===== src/rtl/dm_access_ctrl.sv =====
// Load/store controller for a word-wide, byte-addressed data memory.
// Sub-word stores use read-modify-write; every access is alignment-checked.
module dm_access_ctrl #(
  parameter int AW = 10,
  parameter int DW = 32
) (
  input  logic          clk,
  input  logic          rst,
  input  logic          req,
  input  logic          we,
  input  logic [1:0]    size,
  input  logic          sext,
  input  logic [AW-1:0] addr,
  input  logic [DW-1:0] wdata,
  output logic          busy,
  output logic          done,
  output logic          err,
  output logic [DW-1:0] rdata,
  output logic [AW-1:0] dm_addr,
  output logic [DW-1:0] dm_din,
  output logic          dm_wr,
  input  logic [DW-1:0] dm_dout
);

  typedef enum logic [1:0] {IDLE, READ, WRITE, DONE} state_t;

  state_t        state_q, state_d;
  logic          we_q, we_d;
  logic [1:0]    size_q, size_d;
  logic          sext_q, sext_d;
  logic [1:0]    off_q, off_d;
  logic [AW-1:0] waddr_q, waddr_d;
  logic [DW-1:0] wdata_q, wdata_d;
  logic [DW-1:0] word_q, word_d;
  logic [DW-1:0] rdata_q, rdata_d;
  logic          err_q, err_d;

  logic          misalign;
  logic [DW-1:0] shifted, extracted, merged;

  always_ff @(posedge clk or posedge rst) begin
    if (rst) begin
      state_q <= IDLE;
      we_q    <= 1'b0;
      size_q  <= 2'b00;
      sext_q  <= 1'b0;
      off_q   <= 2'b00;
      waddr_q <= '0;
      wdata_q <= '0;
      word_q  <= '0;
      rdata_q <= '0;
      err_q   <= 1'b0;
    end else begin
      state_q <= state_d;
      we_q    <= we_d;
      size_q  <= size_d;
      sext_q  <= sext_d;
      off_q   <= off_d;
      waddr_q <= waddr_d;
      wdata_q <= wdata_d;
      word_q  <= word_d;
      rdata_q <= rdata_d;
      err_q   <= err_d;
    end
  end

  always_comb begin
    misalign = (size == 2'b11) ||
               (size == 2'b01 && addr[0]) ||
               (size == 2'b10 && addr[1:0] != 2'b00);
  end

  // Load lane extraction straight from dm_dout so rdata lands on the edge entering DONE.
  always_comb begin
    shifted   = dm_dout >> {off_q, 3'b000};
    extracted = dm_dout;
    case (size_q)
      2'b00:   extracted = {{24{sext_q & shifted[7]}}, shifted[7:0]};
      2'b01:   extracted = {{16{sext_q & shifted[15]}}, shifted[15:0]};
      default: extracted = dm_dout;
    endcase
  end

  always_comb begin
    merged = word_q;
    case (size_q)
      2'b00:   merged[{off_q, 3'b000} +: 8]        = wdata_q[7:0];
      2'b01:   merged[{off_q[1], 4'b0000} +: 16]   = wdata_q[15:0];
      default: merged = wdata_q;
    endcase
  end

  always_comb begin
    state_d = state_q;
    we_d    = we_q;
    size_d  = size_q;
    sext_d  = sext_q;
    off_d   = off_q;
    waddr_d = waddr_q;
    wdata_d = wdata_q;
    word_d  = word_q;
    rdata_d = rdata_q;
    err_d   = err_q;
    case (state_q)
      IDLE: begin
        if (req) begin
          we_d    = we;
          size_d  = size;
          sext_d  = sext;
          off_d   = addr[1:0];
          waddr_d = {addr[AW-1:2], 2'b00};
          wdata_d = wdata;
          err_d   = misalign;
          if (misalign)                 state_d = DONE;
          else if (we && size == 2'b10) state_d = WRITE;
          else                          state_d = READ;
        end
      end
      READ: begin
        word_d = dm_dout;
        if (we_q) begin
          state_d = WRITE;
        end else begin
          rdata_d = extracted;
          state_d = DONE;
        end
      end
      WRITE:   state_d = DONE;
      DONE:    state_d = IDLE;
      default: state_d = IDLE;
    endcase
  end

  always_comb begin
    busy    = (state_q != IDLE);
    done    = (state_q == DONE);
    err     = done & err_q;
    dm_wr   = (state_q == WRITE);
    dm_din  = dm_wr ? merged : '0;
    dm_addr = waddr_q;
    rdata   = rdata_q;
  end

endmodule


===== config.mk =====
export PLATFORM = sky130hd
export DESIGN_NAME = dm_access_ctrl
export DESIGN_NICKNAME = d
export VERILOG_FILES = /design/src/rtl/dm_access_ctrl.sv
export SDC_FILE = /design/constraint.sdc
export NUM_CORES = 1
export LEC_CHECK = 0
export CORE_UTILIZATION = 30
export DETAILED_ROUTE_END_ITERATION = 8
export HOLD_SLACK_MARGIN = 0.05
export PLACE_DENSITY_LB_ADDON = 0.12
export SETUP_SLACK_MARGIN = 0.02
export SLEW_MARGIN = 5
export SYNTH_ARGS = -nofsm -noshare
export SYNTH_HDL_FRONTEND = slang
export SYNTH_SLANG_ARGS = --single-unit

===== constraint.sdc =====
create_clock -name clk -period 4.1 [get_ports clk]
set_input_delay 0.41 -clock clk [delete_from_list [all_inputs] [get_ports clk]]
set_output_delay 0.41 -clock clk [all_outputs]
set_load 0.02 [all_outputs]

# Yosys cells after proc, flatten, opt, wreduce, memory -nomap -nowiden

Cells that the tools add are included.
W data, S select, Z words.

Multiply operators: 0
Add/sub/neg operators: 2
Bitwise operators: 4
Magnitude comparators: 0
Eq/ne operators: 8
Shift-type cells: 5
Multiplexer cells: 10
Divide/modulo/power cells: 0
Reduce and logical (&&, ||, !) cells: 11

Operators by type and width:

| cell                      | count |
|---|---|
| $pmux W32 S2              | 2 |
| $bwmux W32                | 2 |
| $mux W32                  | 1 |
| $shift A16 B7 Y32 const A | 1 |
| $shift A8 B7 Y32 const A  | 1 |
| $shiftx A16 B7 Y32        | 1 |
| $shiftx A8 B7 Y32         | 1 |
| $shr A32 B5 Y16           | 1 |
| $neg A5 Y7                | 2 |
| $eq A2 B2 Y1 const B      | 4 |
| $pmux W2 S4               | 1 |
| $eq A2 B1 Y1 const B      | 3 |
| $mux W2                   | 3 |
| $logic_not A2 Y1          | 2 |
| $reduce_and A2 Y1         | 2 |
| $reduce_bool A2 Y1        | 2 |
| $and A1 B1 Y1             | 3 |
| $logic_and A1 B1 Y1       | 3 |
| $logic_or A1 B1 Y1        | 2 |
| $ne A2 B2 Y1 const B      | 1 |
| $mux W1                   | 1 |
| $not A1 Y1                | 1 |

Output and inout port bits: 78
Logic and storage cells: 50
Bits of input ports: 81
Flip-flop bits (word level): 113
Memory bits (writable): 0
ROM bits: 0
Latch bits: 0
Memories: 0

# Logic depth before layout (Yosys ltp)

Gate-level depths: netlist of the first run.

Depth after elaboration: 7
Mapped depth: 9
Depth with buffers taken out: 6

# Least setup slack after synthesis of the first run

No wires, ideal clock.

Path kind: register -> output
Start: register off_q[1]
End: output dm_din[30]
Required time: 3.690 ns
Path buffers: 2
Arrival time: 2.468 ns
Setup slack: 1.222 ns
Cell stages (with the launch flop): 8
Cell sequence: dfrtp_1 > buf_2 > clkinv_1 > clkbuf_1 > ha_1 > nor4b_2 > a221oi_1 > nor3_1

Cells in the longest elaborated chain, start to end: 5
Elaborated cells between the ends (all ways): 10
Those cells by class: add/sub: 2; shift: 4; mux: 4

RTL lines:

| element                                          | line   | text |
|---|---|---|
| from (decl)                                      | 31     | `logic [1:0] off_q, off_d;` |
| from (signal assigned)                           | 47     | `off_q <= 2'b00;` |
| from (signal assigned)                           | 58     | `off_q <= off_d;` |
| $neg A5 Y7, on equally long branches             | 88, 87 |  |
| $shiftx A16 B7 Y32, or another cell as far along | 88     | `2'b01: merged[{off_q[1], 4'b0000} +: 16] = wdata_q[15:0];` |
| $bwmux W32, on equally long branches             | 88, 87 |  |
| $pmux W32 S2 (*)                                 | 86     | `case (size_q)` |
| $mux W32 (*)                                     | 139    | `dm_din = dm_wr ? merged : '0;` |
| to (decl)                                        | 20     | `output logic [DW-1:0] dm_din,` |

Every way passes the cells marked *; elsewhere a longest branch is shown, timed or not.

# Worst setup path in the final report of the first run

Start: register off_q[1]
End: output dm_din[12]

The elaborated chain is that of the path after synthesis.

==> results_dict.tcl, run 1 <==
set metrics [dict create \
    cts.sink_count 113 \
    hpwl_um 15100 \
    synth-edff-count 0 \
    clock_latency_ns 0.43 \
    synth_compound_area_share_pct 19.8 \
    ys_seq_area_share_pct 46.0 \
    yosys.area_share.simple_pct 9.80 \
    crit_path_top_delay_cell "clkdlybuf4s50_1" \
    yosysWarnings 0 \
    synth_cell_types 47 \
    synth_cells 584 \
    final_common_cell "clkdlybuf4s50_1" \
    synthAdderAreaFrac_pct 2.03 \
    setup_viol 0 \
    critical-path-top-delay-family "buffers and inverters" \
    grt_usage_pct 20.2 \
    areaGrowthSynthToFinish_pct 38.7 \
    worst-setup-path-type "flip-flop to output port" \
    p_int_mw 4.56 \
    max-vdd-ir-drop_mv 0.401 \
    die_w_um 145 \
    ant_nets 0 \
    grt_overflow 0 \
    critPathMaxFanout 19 \
    r2r-start "state_q[0]$_DFFE_PP0P_" \
    antenna_cells 0 \
    row_count 52 \
    min_path_type "flip-flop to flip-flop" \
    worst_setup_path_end_kind "output port" \
    critPathRequiredTime_ns 3.69 \
    arrival_ns 3.37 \
    grt_pass1_vias 5448 \
    synthMuxAreaShare_pct 17.6 \
    fin_nets 817 \
    synthXorXnorAreaFrac_pct 0 \
    crit_buf_inv 2 \
    place.gp.congestion 0.819 \
    comb_power_share_pct 51.4 \
    grt_pass1_wl_um 32400 \
    slowest_delay_ns 0.67 \
    mostFrequentLayoutCells "clkdlybuf4s50_1, dfrtp_1, mux2_2" \
    pre_cts_ws_ns 0.568 \
    postCtsHoldBufs 0 \
    timing.fmax_ghz 0.265 \
    critical_path_depth 7 \
    grt_antenna_before_repair 0 \
    finalPower_mw 7.82 \
    cts_buffer_depth 2 \
    finalCritPeriodShare_pct 92.1 \
    cts_buffers 17 \
    async_flop_share_pct 100 \
    dominantRegCellSynth "dfrtp_1" \
    worst_pin_slew_ns 0.954 \
    max_slew_margin_pct 36.4 \
    synth_top_family_by_area "compound AO/OA/AOI/OAI gates" \
    crit_chain "clkinv_1 > ha_1 > nor2_1 > and4_1 > a21oi_1 > o22ai_1 > clkdlybuf4s50_1" \
    min-delay-start "err_q$_DFFE_PP0P_" \
    grt_max_degree 75 \
    path_clk_slew_ns 0.05 \
    status "complete, no violations" \
    r2r_slack_ns 1.88 \
    die-area_um2 21100 \
    synth_area_um2 6150 \
    pwr-share-clk_pct 18.9 \
    layout_setup_ws_ns 0.324 \
    fp.dieH_um 145 \
    drive_gt1_share_pct 19.4 \
    rsz0062_at_grt "no" \
    io_buffers 156 \
    total_leakage_power_nw 3.42 \
    seqPwrFrac_pct 29.7 \
    start_util_pct 30.5 \
    cts_tree "built" \
    dr.first_iter.drc_count 552 \
    max_cap_viol_count 0 \
    slew_violations 0 \
    ys_ff_latch 113 \
    wire_per_inst_um 20.8 \
    tns_ns 0 \
    avgSynthCellArea_um2 10.5 \
    p_sw_share_pct 41.7 \
    power_switching_mw 3.26 \
    hold_depth 2 \
    pin_count 159 \
    cp-start-kind "flip-flop" \
    rr_worst_depth 5 \
    htreeDepth 4 \
    drc 0 \
    cellPowerDensity_nw_per_um2 917 \
    hold_end "err_q$_DFFE_PP0P_" \
    clock_skew_ns 0.00929 \
    finalHoldViolCount 0 \
    cts-root-buf "clkbuf_16" \
    r2r_end "wdata_q[23]$_DFFE_PP0P_" \
    fin_crit_ns 3.78 \
    core-area_um2 20200 \
    via_per_inst 5.37 \
    drt_wl_total_um 21000 \
    firstDrtPassIters 9 \
    via_count 5417 \
]
## per-stage QoR
step | cell area [um^2] | instances | util [%] | hold slack [ns]
floorplan | 6150 | 585 | - | 0.442
global placement | 7940 | 977 | 39.4 | 0.467
detailed placement | 7940 | 977 | 39.4 | 0.469
CTS | 8520 | 1009 | 42.3 | 0.483
global route | 8530 | 1009 | 42.3 | 0.502
finish | 8530 | 1009 | 42.3 | 0.476
## sequential cells by signal, indices dropped and copies added, names as in the netlist
register	flops
word_q	32
size_q	2
we_q	1
dm_addr	8
err_q	1
off_q	2
state_q	2
rdata	32
wdata_q	32
sext_q	1
## synthesized netlist by cell type, types with 4 or more instances
cell | count | area (um^2)
clkinv_1 | 4 | 15.0
ha_1 | 10 | 125
buf_2 | 14 | 70.1
o21ai_0 | 23 | 115
mux2_2 | 87 | 980
a32oi_1 | 8 | 70.1
a222oi_1 | 7 | 70.1
o22ai_1 | 24 | 150
and3_1 | 8 | 50.1
o311ai_0 | 6 | 52.6
nor2_1 | 33 | 124
a32o_1 | 8 | 80.1
o21ai_1 | 9 | 45.0
clkbuf_1 | 25 | 93.8
nand2b_1 | 10 | 62.6
buf_1 | 4 | 15.0
a22oi_1 | 8 | 60.1
inv_1 | 14 | 52.6
a221oi_1 | 8 | 70.1
nor3_1 | 16 | 80.1
o2bb2ai_1 | 8 | 70.1
a221o_1 | 8 | 80.1
mux2i_1 | 8 | 80.1
nand2_1 | 39 | 146
a22o_1 | 7 | 61.3
a21oi_1 | 37 | 185
nor2b_1 | 12 | 75.1
dfrtp_1 | 113 | 2830
## cell families (layout without fill, tap and decap cells)
kind of cell | count (synthesis) | after routing
AO/OA/AOI/OAI | 171 | 171
AND/OR/NAND/NOR | 126 | 126
flip-flops | 113 | 113
multiplexers | 96 | 96
buffers and inverters | 67 | 221
adder cells (fa/ha/maj) | 10 | 10
other | 1 | 2
## repair_timing
action / in CTS / in global routing
setup buffers: 0 / 0
endpoints found under the setup margin: 0 / 16
hold endpoints to repair: 0 / 0
gates resized for setup: 0 / 2
## worst max path at each step
stage	to	slack, ns	startpoint
CTS	dm_din[18]	0.10	size_q[1]$_DFFE_PP0P_
global placement	dm_din[25]	0.66	size_q[1]$_DFFE_PP0P_
detailed placement	dm_din[18]	0.57	size_q[1]$_DFFE_PP0P_
floorplan	dm_addr[2]$_DFFE_PP0P_	0.70	rst
global route	dm_din[12]	0.12	off_q[1]$_DFFE_PP0P_
finish	dm_din[12]	0.32	off_q[1]$_DFFE_PP0P_
## power by group through the flow
stage          sequential [mW]  combinational (mW)  clock [mW]
6_report                  2.32                4.02        1.48
5_1_grt                   2.40                4.33        1.56
4_1_cts                   2.32                4.04        1.51
3_5_place_dp              2.33                4.02           0
3_3_place_gp              2.31                3.98           0
2_1_floorplan             2.27                2.51           0
## final cells by class
| class | instances | area [um^2] |
|---|---|---|
| fillers | 1964 | 11600 |
| multi-input cells | 405 | 3040 |
| flip-flops and latches | 113 | 2830 |
| repair buffers | 169 | 1660 |
| clock buffers | 22 | 474 |
| well taps | 270 | 338 |
| clock inverters | 10 | 109 |
| inverters | 20 | 81.3 |
## worst min-delay path, cell delays in order (launching register included)
cell and delay, ns:
dfrtp_1 0.34, nand2_1 0.04, o21ai_0 0.06
## routing by layer
| metal | vias up | track usage (%) | share of wire [%] |
|---|---|---|---|
| li1 | 2466 | - | - |
| met1 | 2694 | 26.2 | 43 |
| met3 | 33 | 4.43 | 6.1 |
| met5 | - | 0 | 0 |
| met2 | 224 | 33.2 | 49 |
| met4 | 0 | 6.47 | 2.0 |
No activity file was read; power rests on OpenSTA's default activity.
==> run 2: changes to the inputs <==
- REMOVE_ABC_BUFFERS: not set -> 1
==> results_dict.tcl, run 2 (same netlist as run 1, synthesis figures left out) <==
set metrics [dict create \
    fin_nets 815 \
    r2r_slack_ns 1.72 \
    clock_latency_ns 0.42 \
    worst_setup_path_end_kind "output port" \
    postCtsHoldBufs 0 \
    row_count 52 \
    grt_antenna_before_repair 1 \
    grt_pass1_wl_um 31600 \
    firstDrtPassIters 5 \
    hpwl_um 14800 \
    grt_use_met3_pct 4.72 \
    total_leakage_power_nw 3.45 \
    tns_ns 0 \
    grt_max_degree 63 \
    finalCritPeriodShare_pct 93.7 \
    nFillCells 1937 \
    max-vdd-ir-drop_mv 0.541 \
    final_area_um2 8600 \
    ant_nets 0 \
    via_count 5387 \
    cts_buffers 17 \
    top_usage_layer "met2" \
    rsz0062_at_grt "no" \
    cts_setup_buffers 0 \
    arrival_ns 3.43 \
    place_area_um2 7930 \
    finalHoldViolCount 0 \
    fp.dieH_um 145 \
    critPathMaxFanout 18 \
    clock_skew_ns 0.00654 \
    areaGrowthSynthToFinish_pct 39.8 \
    htreeDepth 4 \
    mostFrequentLayoutCells "clkdlybuf4s50_1, dfrtp_1, mux2_2" \
    die_w_um 145 \
    path_clk_slew_ns 0.05 \
    slew_violations 0 \
    setup_viol 0 \
    max_cap_viol_count 0 \
    drive_gt1_share_pct 19.3 \
    cts_buffer_depth 2 \
    dr.first_iter.drc_count 500 \
    cts-root-buf "clkbuf_16" \
    max_slew_margin_pct 22.7 \
    io_buffers 156 \
    status "complete, no violations" \
    cp-start-kind "flip-flop" \
    drt_wl_total_um 20500 \
    grt_use_met2_pct 31.7 \
    wire_per_inst_um 20.3 \
    worst-setup-path-type "flip-flop to output port" \
    fin_crit_ns 3.84 \
    grt.met1_usage_pct 26.3 \
    worst_pin_slew_ns 1.16 \
    min_path_type "flip-flop to flip-flop" \
    drc 0 \
    start_util_pct 30.5 \
    antenna_cells 0 \
    place.gp.congestion 0.822 \
    grt_overflow 0 \
    cts_resized 0 \
    critPathRequiredTime_ns 3.69 \
    grt_pass1_vias 5273 \
    via_per_inst 5.35 \
    die-area_um2 21100 \
    core-area_um2 20200 \
    final_common_cell "clkdlybuf4s50_1" \
    cts.sink_count 113 \
    grt_usage_pct 19.7 \
    cellPowerDensity_nw_per_um2 931 \
    pin_count 159 \
    timing.fmax_ghz 0.260 \
    cts_tree "built" \
]
==> run 2: changes by cell type in the layout (fill, tap and decap cells not counted), moves of 2 or more <==
cell | before | now
buf_4 | 13 | 11
bufinv_16 | 2 | 5
clkbuf_1 | 2 | 0
clkbuf_8 | 3 | 1
==> run 2: path summary, 6_finish.rpt <==
kind / from / end / depth (start not counted)
min in group asynchronous: rst / sext_q$_DFFE_PP0P_ / 2
hold reg to reg: rdata[6]$_DFFE_PP0P_ / rdata[6]$_DFFE_PP0P_ / 2
setup / recovery: off_q[0]$_DFFE_PP0P_ / dm_din[31] / 6
max in group asynchronous: rst / wdata_q[21]$_DFFE_PP0P_ / 3
hold / removal: rdata[6]$_DFFE_PP0P_ / rdata[6]$_DFFE_PP0P_ / 2
setup reg to reg: state_q[1]$_DFFE_PP0P_ / rdata[18]$_DFFE_PP0P_ / 8
==> run 2: metal layers <==
metal  vias up  share of wire, %
li1       2459                 -
met1      2663                43
met2       241                48
met3        22               7.0
met4         2               1.1
met5         -             0.088
==> run 2: critical path: stages (launching register included) <==
cell,delay [ns]
dfrtp_1,0.78
inv_2,0.19
ha_1,0.44
nor4b_4,0.59
a221oi_1,0.16
nor2_1,0.21
clkdlybuf4s50_1,0.64
==> run 2: stage by stage <==
step	std cells	worst slack [ns]	power, mW	util [%]	hold WS [ns]
2_1_floorplan	538	0.241	4.66	-	0.442
3_3_place_gp	975	0.553	6.26	39.3	0.464
3_5_place_dp	975	0.518	6.34	39.3	0.470
4_1_cts	1007	0.0471	8.01	42.5	0.482
5_1_grt	1007	0.0116	8.49	42.6	0.501
6_report	1007	0.260	8.00	42.6	0.476
==> run 2: layout make-up <==
class	count	area, um^2	area share (%)
clock buffers	18	439	5.11
clock inverters	14	211	2.46
inverters	20	81.3	0.946
multi-input cells	405	3060	35.6
flip-flops and latches	113	2830	32.9
well taps	270	338	3.93
repair buffers	167	1640	19.1
==> run 2: power breakdown <==
| group | internal, mW | total (mW) | switching, mW |
|---|---|---|---|
| registers | 1.70 | 2.34 | 0.643 |
| clock network | 1.09 | 1.64 | 0.545 |
| logic | 1.93 | 4.03 | 2.09 |
| total | 4.72 | 8.00 | 3.28 |
